<file path="config.mk">
export PLATFORM = sky130hd
export DESIGN_NAME = serial_adder
export DESIGN_NICKNAME = d
export VERILOG_FILES = /design/src/rtl/serial_adder.sv
export SDC_FILE = /design/constraint.sdc
export NUM_CORES = 1
export LEC_CHECK = 0
export CORE_ASPECT_RATIO = 0.5
export CORE_MARGIN = 2
export CORE_UTILIZATION = 45
export DETAILED_ROUTE_END_ITERATION = 6
export PLACE_DENSITY = 0.69
export SETUP_SLACK_MARGIN = 0.05
export SLEW_MARGIN = 40
export SYNTH_ARGS = -nofsm -noshare
export SYNTH_HDL_FRONTEND = slang
export SYNTH_SLANG_ARGS = --single-unit
</file>
<file path="constraint.sdc">
create_clock -name CLK -period 1.9 [get_ports CLK]
set_input_delay 0.38 -clock CLK [delete_from_list [all_inputs] [get_ports CLK]]
set_output_delay 0.38 -clock CLK [all_outputs]
set_load 0.005 [all_outputs]
</file>
<file path="src/rtl/serial_adder.sv">
// Bit-serial WIDTH-bit adder: one full adder cell is reused LSB-first over WIDTH cycles,
// with the carry held in a register between cycles.

module full_adder (
    input  logic a,
    input  logic b,
    input  logic c_i,
    output logic s,
    output logic c_o
);
    assign s   = a ^ b ^ c_i;
    assign c_o = (a & b) | (c_i & (a ^ b));
endmodule

module serial_adder #(
    parameter int WIDTH = 8
) (
    input  logic             CLK,
    input  logic             RST_N,
    input  logic             START,
    input  logic [WIDTH-1:0] A,
    input  logic [WIDTH-1:0] B,
    input  logic             C_I,
    output logic             BUSY,
    output logic             DONE,
    output logic [WIDTH-1:0] S,
    output logic             C_O,
    output logic [1:0]       state_dbg
);
    // Handshake: START is a level request sampled only in IDLE or DONE_ST; a high
    // START at such an edge is accepted, operands are captured and BUSY rises.
    // DONE is a single-cycle pulse; S/C_O are valid from that cycle until the next
    // completion or reset.

    localparam int CW = $clog2(WIDTH) + 1;

    localparam logic [1:0] IDLE    = 2'd0;
    localparam logic [1:0] RUN     = 2'd1;
    localparam logic [1:0] DONE_ST = 2'd2;

    logic [1:0]       state;
    logic [WIDTH-1:0] a_sr;
    logic [WIDTH-1:0] b_sr;
    logic [WIDTH-1:0] sum_sr;
    logic [WIDTH-1:0] sum_next;
    logic             carry;
    logic [CW-1:0]    cnt;
    logic             fa_s;
    logic             fa_c_o;
    logic             last_bit;

    full_adder u_fa (
        .a   (a_sr[0]),
        .b   (b_sr[0]),
        .c_i (carry),
        .s   (fa_s),
        .c_o (fa_c_o)
    );

    // The new sum bit enters at the MSB so after WIDTH shifts bit 0 holds the LSB.
    generate
        if (WIDTH == 1) begin : g_w1
            assign sum_next = fa_s;
        end else begin : g_wn
            assign sum_next = {fa_s, sum_sr[WIDTH-1:1]};
        end
    endgenerate

    assign last_bit  = (cnt == CW'(WIDTH - 1));
    assign BUSY      = (state == RUN);
    assign DONE      = (state == DONE_ST);
    assign state_dbg = state;

    always_ff @(posedge CLK) begin
        if (!RST_N) begin
            state  <= IDLE;
            a_sr   <= '0;
            b_sr   <= '0;
            sum_sr <= '0;
            carry  <= 1'b0;
            cnt    <= '0;
            S      <= '0;
            C_O    <= 1'b0;
        end else begin
            case (state)
                IDLE, DONE_ST: begin
                    if (START) begin
                        a_sr  <= A;
                        b_sr  <= B;
                        carry <= C_I;
                        cnt   <= '0;
                        state <= RUN;
                    end else begin
                        state <= IDLE;
                    end
                end
                RUN: begin
                    sum_sr <= sum_next;
                    a_sr   <= a_sr >> 1;
                    b_sr   <= b_sr >> 1;
                    carry  <= fa_c_o;
                    cnt    <= cnt + 1'b1;
                    if (last_bit) begin
                        S     <= sum_next;
                        C_O   <= fa_c_o;
                        state <= DONE_ST;
                    end
                end
                default: state <= IDLE;
            endcase
        end
    end
endmodule

</file>
==> impl_summary.md, run 1 <==
Setup path
Data on the critical path arrives at its endpoint at ~1.3 ns. The critical path class is flop to output pin. The source of the worst register-to-register timing path is state_dbg[1]$_SDFFE_PN0P_. The critical path data required time is 1.52 ns. The nature of the critical path endpoint is an output pin. The maximum fanout count along the critical path is 3.

The sum of buffers and inverters on the critical path is 2. Walking the worst path, the cells encountered are nand2b_2 > inv_4 > clkdlybuf4s50_1. The largest stage delay on the critical path is 0.49 ns. The startpoint class of the critical path is a flop. The cell family contributing the most delay on the critical path is buffers and inverters. The critical path starts at state_dbg[1]$_SDFFE_PN0P_. For this design, the slowest cell found on the critical path is clkdlybuf4s50_1.

STA
In the final timing run, aggregate negative setup slack is 0 ns. The worst-case setup margin in the final layout is 0.175 ns. The setup-violating endpoint count in the final report is 0. The relative max-transition margin is 68.4%. The number of pins exceeding their max-slew limit in the final report is 0. The final period demand of the worst path is 1.72 ns. The fmax is 580 MHz. The slew at the pin closest to its max-slew limit is 0.473 ns.

Setup repair after global routing left no endpoint under its margin. The setup clock skew after layout is 0.00471 ns. In the finished design, the share of the clock period the worst path needs comes to 90.8%. The count of final hold-check violations was 0.

Place
The worst setup slack after placement is 0.286 ns. The detailed placement HPWL is about 2000 um. Including well taps, the total number of placed cells is 255.

The weighted congestion reported at the end of routability-driven placement is 0.706. The count of buffers added on input and output ports is 32.

Synth
The simple-gate area share of the yosys netlist is 19.5%. The count of yosys warnings during synthesis is 0. In this run, synthesis produced a sequential element count of 39.

The synthesized-area fraction occupied by adder cells is 2.02%. The post-synthesis cell type count is 25. After technology mapping, the gate count stands at 178. Of the post-synthesis cell area, the part taken by muxes is 7.14%.

The cell area after synthesis is 0.00161 mm^2. Of the total synthesized cell area, the portion taken by XOR and XNOR cells is 0%. By area, the combinational part of the netlist is dominated by simple AND/OR/NAND/NOR gates. The average cell area after synthesis is 9.06 um^2.

Summing the areas of all compound-gate instances in the mapped netlist gives ~16% of the synthesized area. The number of nets in the synthesized netlist is 200. For this run, the register share of the synthesized area comes to between 40 and 50%.

Cells and area
The share of final-layout standard cells stronger than drive strength 1 is 9.48%. The library cell used most frequently in the layout, excluding fill and tap cells, is dfxtp_1. The area of the multi-input gates is 727 um^2. The finished layout holds 262 standard cells, fillers aside. In the layout the commonest cells are dfxtp_1, nand2_1, clkdlybuf4s50_1, a21oi_1, nand3_1.

Counting the fill cells in the layout gives 326. The number of nets in the layout is 233. The repair_antennas step left the layout with diodes totalling 0. Registers take 781 um^2. For this run, the share of the core covered by cells in the final layout is 59.7%. Relative to the synthesized area, the layout overhead comes to 27.1%.

CTS
Post-CTS timing repair inserted 0 buffers for setup. Buffers inserted to repair hold after CTS numbered 0. TritonCTS built the clock tree. The H-tree was split into 2 levels. The number of clock buffers added by TritonCTS is 5. The clock reaches the later pin of the worst-skew pair after slightly below 0.3 ns. The clock input transition at the sequential cells of the worst setup and hold paths is 0.07 ns. The maximum buffer depth of the clock tree is 2.

CTS placed an instance of clkbuf_8 at the clock tree root. The number of cells upsized or downsized after cts is 0. Counting every sink on the clock net gives 39.

Route
The total length of routed wires is 3120 um. The detail-routed via count per cell is approximately 5. The per-cell routed wire length is 11.9 um. For this run, the detailed router's first-pass iteration total came to 4. The count of routing violations after the opening detailed-route iteration is 49.

The post-detailed-route DRC marker count is 0. Across all layers, the routed design uses 1332 vias. The count of nets left with antenna violations once routing finished came out at 0.

Global route
The busiest layer in global routing is met2. The first-pass GRT wire length is 5400 um. The global routing usage on met1 is a little under a quarter. Global routing finished with a remaining overflow of 0. For this run, global-route usage on met3 was measured as 5.91%. The largest net degree at the start of global routing is 30. The number of antenna violations at the first check in global routing is 0. The met2 demand-to-capacity share in global routing is approximately 28%. Global routing used 17.9% of the available tracks. The number of global-route vias before repair is 1253.

Floorplan
The die is 46.3 um tall. The area enclosed by the die boundary is 0.00411 mm^2. The top-level port count is 33. The width of the die is 88.7 um. For this configuration, the core starts out at a cell density of 47.0%. After floorplanning, the core was sized to cover 0.00343 mm^2. Row generation in the floorplan step produced 15 rows.

Pwr
For this design the static power due to leakage is 0.000731 uW. The power per cell area is 793 mW/mm^2. The worst-case IR drop observed on VDD is 361 uV.

Run status
The run finished with clean final reports.

Worst hold path
The startpoint of the lowest-slack hold path is S[2]$_SDFFE_PN0P_. The worst min-delay path category is flop to flop.

Job
Max-cap violations in this run came to 0.
-- per-layer routing --
layer,share of wire [%],vias up
met5,0,-
met4,1.9,0
met3,4.2,7
met2,45,25
met1,49,617
li1,-,683
-- worst min-delay path, stage by stage (launching register included) --
cell	delay [ns]
dfxtp_1	0.31
nand2_1	0.05
mux2i_1	0.05
-- area by class of cell --
class	instances	area share, %
Inverter	2	0.488
Sequential cell	39	38.1
Clock inverter	1	0.244
Tap cell	51	3.11
Timing Repair Buffer	40	18.6
Clock buffer	6	4.03
Multi-Input combinational cell	123	35.5
-- stage by stage --
| stage | cell area, um^2 | power, uW | hold WS, ns |
|---|---|---|---|
| 2_1_floorplan | 1610 | 1010 | 0.437 |
| 3_3_place_gp | 1960 | 1080 | 0.441 |
| 3_5_place_dp | 1960 | 1080 | 0.447 |
| 4_1_cts | 2050 | 1640 | 0.457 |
| 5_1_grt | 2050 | 1700 | 0.480 |
| 6_report | 2050 | 1630 | 0.454 |
-- cell families after synthesis --
kind of cell | count (synthesis)
adders and majority gates | 2
muxes | 11
buffers and inverters | 16
AOI/OAI and AO/OA | 44
DFF | 39
and+or+nand+nor | 66
-- path summary, 6_finish.rpt --
kind	to	slack [ns]	cells after the start
max	BUSY	0.18	3
min	S[2]$_SDFFE_PN0P_	0.45	2
max reg2reg	cnt[2]$_SDFFE_PN0P_	0.45	4
min reg2reg	S[2]$_SDFFE_PN0P_	0.45	2
-- report_power, final --
part	switching, uW	internal [uW]	leakage [uW]	total (uW)
clock	278	285	0.0000470	563
combinational	102	92.5	0.000366	195
sequential	19.1	848	0.000317	868
-- flip-flops by register name (all words and copies together), names as in the netlist --
| signal | count |
|---|---|
| C_O | 1 |
| b_sr | 8 |
| state_dbg | 2 |
| carry | 1 |
| S | 8 |
| a_sr | 8 |
| cnt | 4 |
| sum_sr | 7 |
-- synthesized netlist by cell type (all sizes together) --
master | instances | share of area, %
dfxtp | 39 | 48
a211oi | 1 | 0.78
nand2b | 4 | 1.7
buf | 13 | 5.7
nor2b | 2 | 0.78
fa | 1 | 1.2
a22oi | 15 | 7.0
inv | 2 | 0.62
ha | 1 | 0.78
a21oi | 28 | 8.7
nand4 | 1 | 0.39
mux2 | 1 | 0.93
mux2i | 10 | 6.2
nand3 | 20 | 6.2
nand2 | 35 | 8.1
nor3 | 1 | 0.31
nor2 | 2 | 1.5
nand3b | 1 | 0.47
clkbuf | 1 | 0.23
No activity file was read; power rests on OpenSTA's default activity.
==> inputs of run 2 (changes only) <==
--- a/config.mk
+++ b/config.mk
@@ -15,3 +15,4 @@
 export SYNTH_ARGS = -nofsm -noshare
 export SYNTH_HDL_FRONTEND = slang
 export SYNTH_SLANG_ARGS = --single-unit
+export TNS_END_PERCENT = 100
==> results of run 2 <==
Same layout as run 1: the final DEF is identical, and so are final timing and power.
==> inputs of run 3 (changes only) <==
--- a/config.mk
+++ b/config.mk
@@ -5,11 +5,11 @@
 export SDC_FILE = /design/constraint.sdc
 export NUM_CORES = 1
 export LEC_CHECK = 0
-export CORE_ASPECT_RATIO = 0.5
+export CORE_ASPECT_RATIO = 1.1
 export CORE_MARGIN = 2
 export CORE_UTILIZATION = 45
 export DETAILED_ROUTE_END_ITERATION = 6
-export PLACE_DENSITY = 0.69
+export PLACE_DENSITY = 0.78
 export SETUP_SLACK_MARGIN = 0.05
 export SLEW_MARGIN = 40
 export SYNTH_ARGS = -nofsm -noshare
==> impl_summary.md, run 3 (same netlist as run 1, synthesis figures left out) <==
CTS
The number of buffers added to fix hold violations after cts is 0. The library cell used as clock root buffer is clkbuf_4. Clock tree synthesis inserted a total of 5 buffers. CTS saw 39 sinks. Clock-pin slew was measured on the worst setup and hold paths at 0.10 ns. The later pin in the worst-skew pair is clocked with a latency of 0.34 ns. The TritonCTS clock tree is yes. The level count of the clock H-tree is 2. In this run the deepest clock path goes through 2 buffers.

Setup path
The critical-path cell with the highest stage delay is clkdlybuf4s50_1. The nature of the critical path endpoint is an output pin. The critical path class is flop to output pin. The largest stage delay on the critical path is 0.50 ns. Together, buffers and inverters on the worst path number 1. At the worst endpoint, the arrival time is 1.31 ns. The critical register-to-register path endpoint is cnt[2]$_SDFFE_PN0P_. The worst reg-to-reg path cell count is 4. Traced cell by cell, the critical path runs through nor2b_1 > clkdlybuf4s50_1.

Data on the critical path is required at its endpoint by 1.52 ns. The startpoint identified for the worst register-to-register timing path is state_dbg[1]$_SDFFE_PN0P_. The cell family contributing the most delay on the critical path is buffers and inverters. The critical path launch point is state_dbg[1]$_SDFFE_PN0P_. The startpoint class of the critical path is a flop. The minimum setup slack among reg-to-reg paths is 0.45 ns. The maximum fanout count along the critical path is 3.

STA
Measured against its own limit, the worst slew margin works out to 77.2%. The count of final hold-check violations was 0. Setup repair after global routing left no endpoint under its margin.

The total negative slack is 0 ns. The final period demand of the worst path is between 1.5 and 2 ns. The final critical path takes up between 80% and 90% of the cycle. The tightest hold path in the finished design has a slack of 0.460 ns. For this run, the top clock speed supported by timing is 590 MHz. Setup violations remaining at the end of the flow were counted as 0. The setup clock skew after layout is 0.00424 ns.

The worst-case setup margin in the final layout is 0.206 ns. The number of pins exceeding their max-slew limit in the final report was 0. The slew at the pin closest to its max-slew limit is around 0.34 ns.

Global route
The largest net degree at the start of global routing is 30. The total congestion overflow after global routing is 0. Global routing used 17.6% of the available tracks across all layers. The first global-routing pass estimated 5380 um of wire. The number of antenna violations at the first check in global routing is 0. The number of global-route vias before repair is 1249.

Floorplan
The width of the die is roughly 61 um. The placeable core region is 0.00339 mm^2. The number of rows created at floorplan is 22. The die height is 66.8 um.

The die covers 0.00408 mm^2. The top-level port count is 33. The starting utilization of the core area is 47.6%.

Route
The per-cell routed wire length is 12.2 um. The count of routing violations after the opening detailed-route iteration is between 70 and 80. The first TritonRoute pass finished after 4 iterations. After detailed routing, the number of remaining DRC violations is 0. The detail route stage leaves a number of antenna-violating nets equal to 0. Dividing the detail-routed via count by the number of cells gives ~5.3.

The routed layout has 1356 vias. Wires add up to 3140 um.

Place
The instance area at placement is 0.00197 mm^2. Routability-driven placement finished with a final weighted congestion of roughly 0.7. The detailed placement HPWL is between 2000 and 2500 um. Timing analysis after detailed placement gives a worst setup slack of 0.319 ns. The quantity of I/O buffers inserted on ports is 32.

Cells and area
The filler cells instantiated in the layout total 321. The antenna diode count is 0. Leaving out fill and tap cells, the most frequent cells in the layout are dfxtp_1, nand2_1, clkdlybuf4s50_1, a21oi_1, nand3_1. Of the cells placed in the final design, the portion with a size suffix greater than 1 is between 9 and 10%. The number of nets in the layout is 233. The library cell used most frequently in the layout, excluding fill and tap cells, is dfxtp_1.

Relative to the synthesized area, the layout overhead comes to 25.0%. In the final layout, the registers with the most flip-flops are S x8, a_sr x8, b_sr x8. The final instance area is 0.00202 mm^2.

Worst hold path
The worst min-delay path category is flop to flop. The terminating pin of the worst hold path is S[0]$_SDFFE_PN0P_. The number of cells on the worst hold path is 2.

The startpoint of the lowest-slack hold path is S[0]$_SDFFE_PN0P_.

Pwr
The worst-case vdd ir drop is 467 uV. Power spread over the standard cell area amounts to just over 700 mW/mm^2. The cell leakage power is 0.000726 uW.

Job
The tool flagged a number of max-cap violations equal to 0.

Run status
The run finished with clean final reports.
==> run 3: power breakdown <==
part	internal, uW	leakage, uW	switching [uW]	total, uW
combinational	94.6	0.000384	101	196
clock	132	0.0000242	241	372
sequential	849	0.000318	20.2	869
==> run 3: area by class of cell <==
class	count	area, um^2	area share, %
repair buffers	40	395	19.6
multi-input cells	123	727	36.1
inverters	2	10.0	0.497
flip-flops and latches	39	782	38.8
clock buffers	6	41.3	2.05
well taps	48	60.1	2.98
==> run 3: worst max path at each step <==
stage	to	cells after the start
2_1_floorplan	C_O$_SDFFE_PN0P_	4
4_1_cts	BUSY	3
3_3_place_gp	b_sr[4]$_SDFFE_PN0P_	5
3_5_place_dp	b_sr[5]$_SDFFE_PN0P_	5
5_1_grt	DONE	2
6_report	DONE	2
==> run 3: timing repair <==
item	4_1_cts	5_1_grt
buffers inserted	0	0
endpoints found under the setup margin	1	1
resized for setup	1	1
==> run 3: routing by layer <==
metal,GRT usage (%),up-vias,wire [um]
met2,29.3,39,1480
met5,0,-,0
li1,-,681,-
met3,5.05,6,152
met1,20.6,630,1450
met4,7.34,0,57
==> run 3: worst register-to-register path, stage by stage (launching register included) <==
cell	delay, ns
dfxtp_1	0.35
nand2b_2	0.15
buf_4	0.33
mux2_4	0.35
a211oi_2	0.19
==> run 3: metrics by stage <==
stage	utilization, %	cells	total power (uW)
3_3_place_gp	58.2	252	1080
5_1_grt	59.5	258	1520
3_5_place_dp	58.2	252	1080
4_1_cts	59.5	258	1460
2_1_floorplan	-	178	1010
6_report	59.5	258	1440
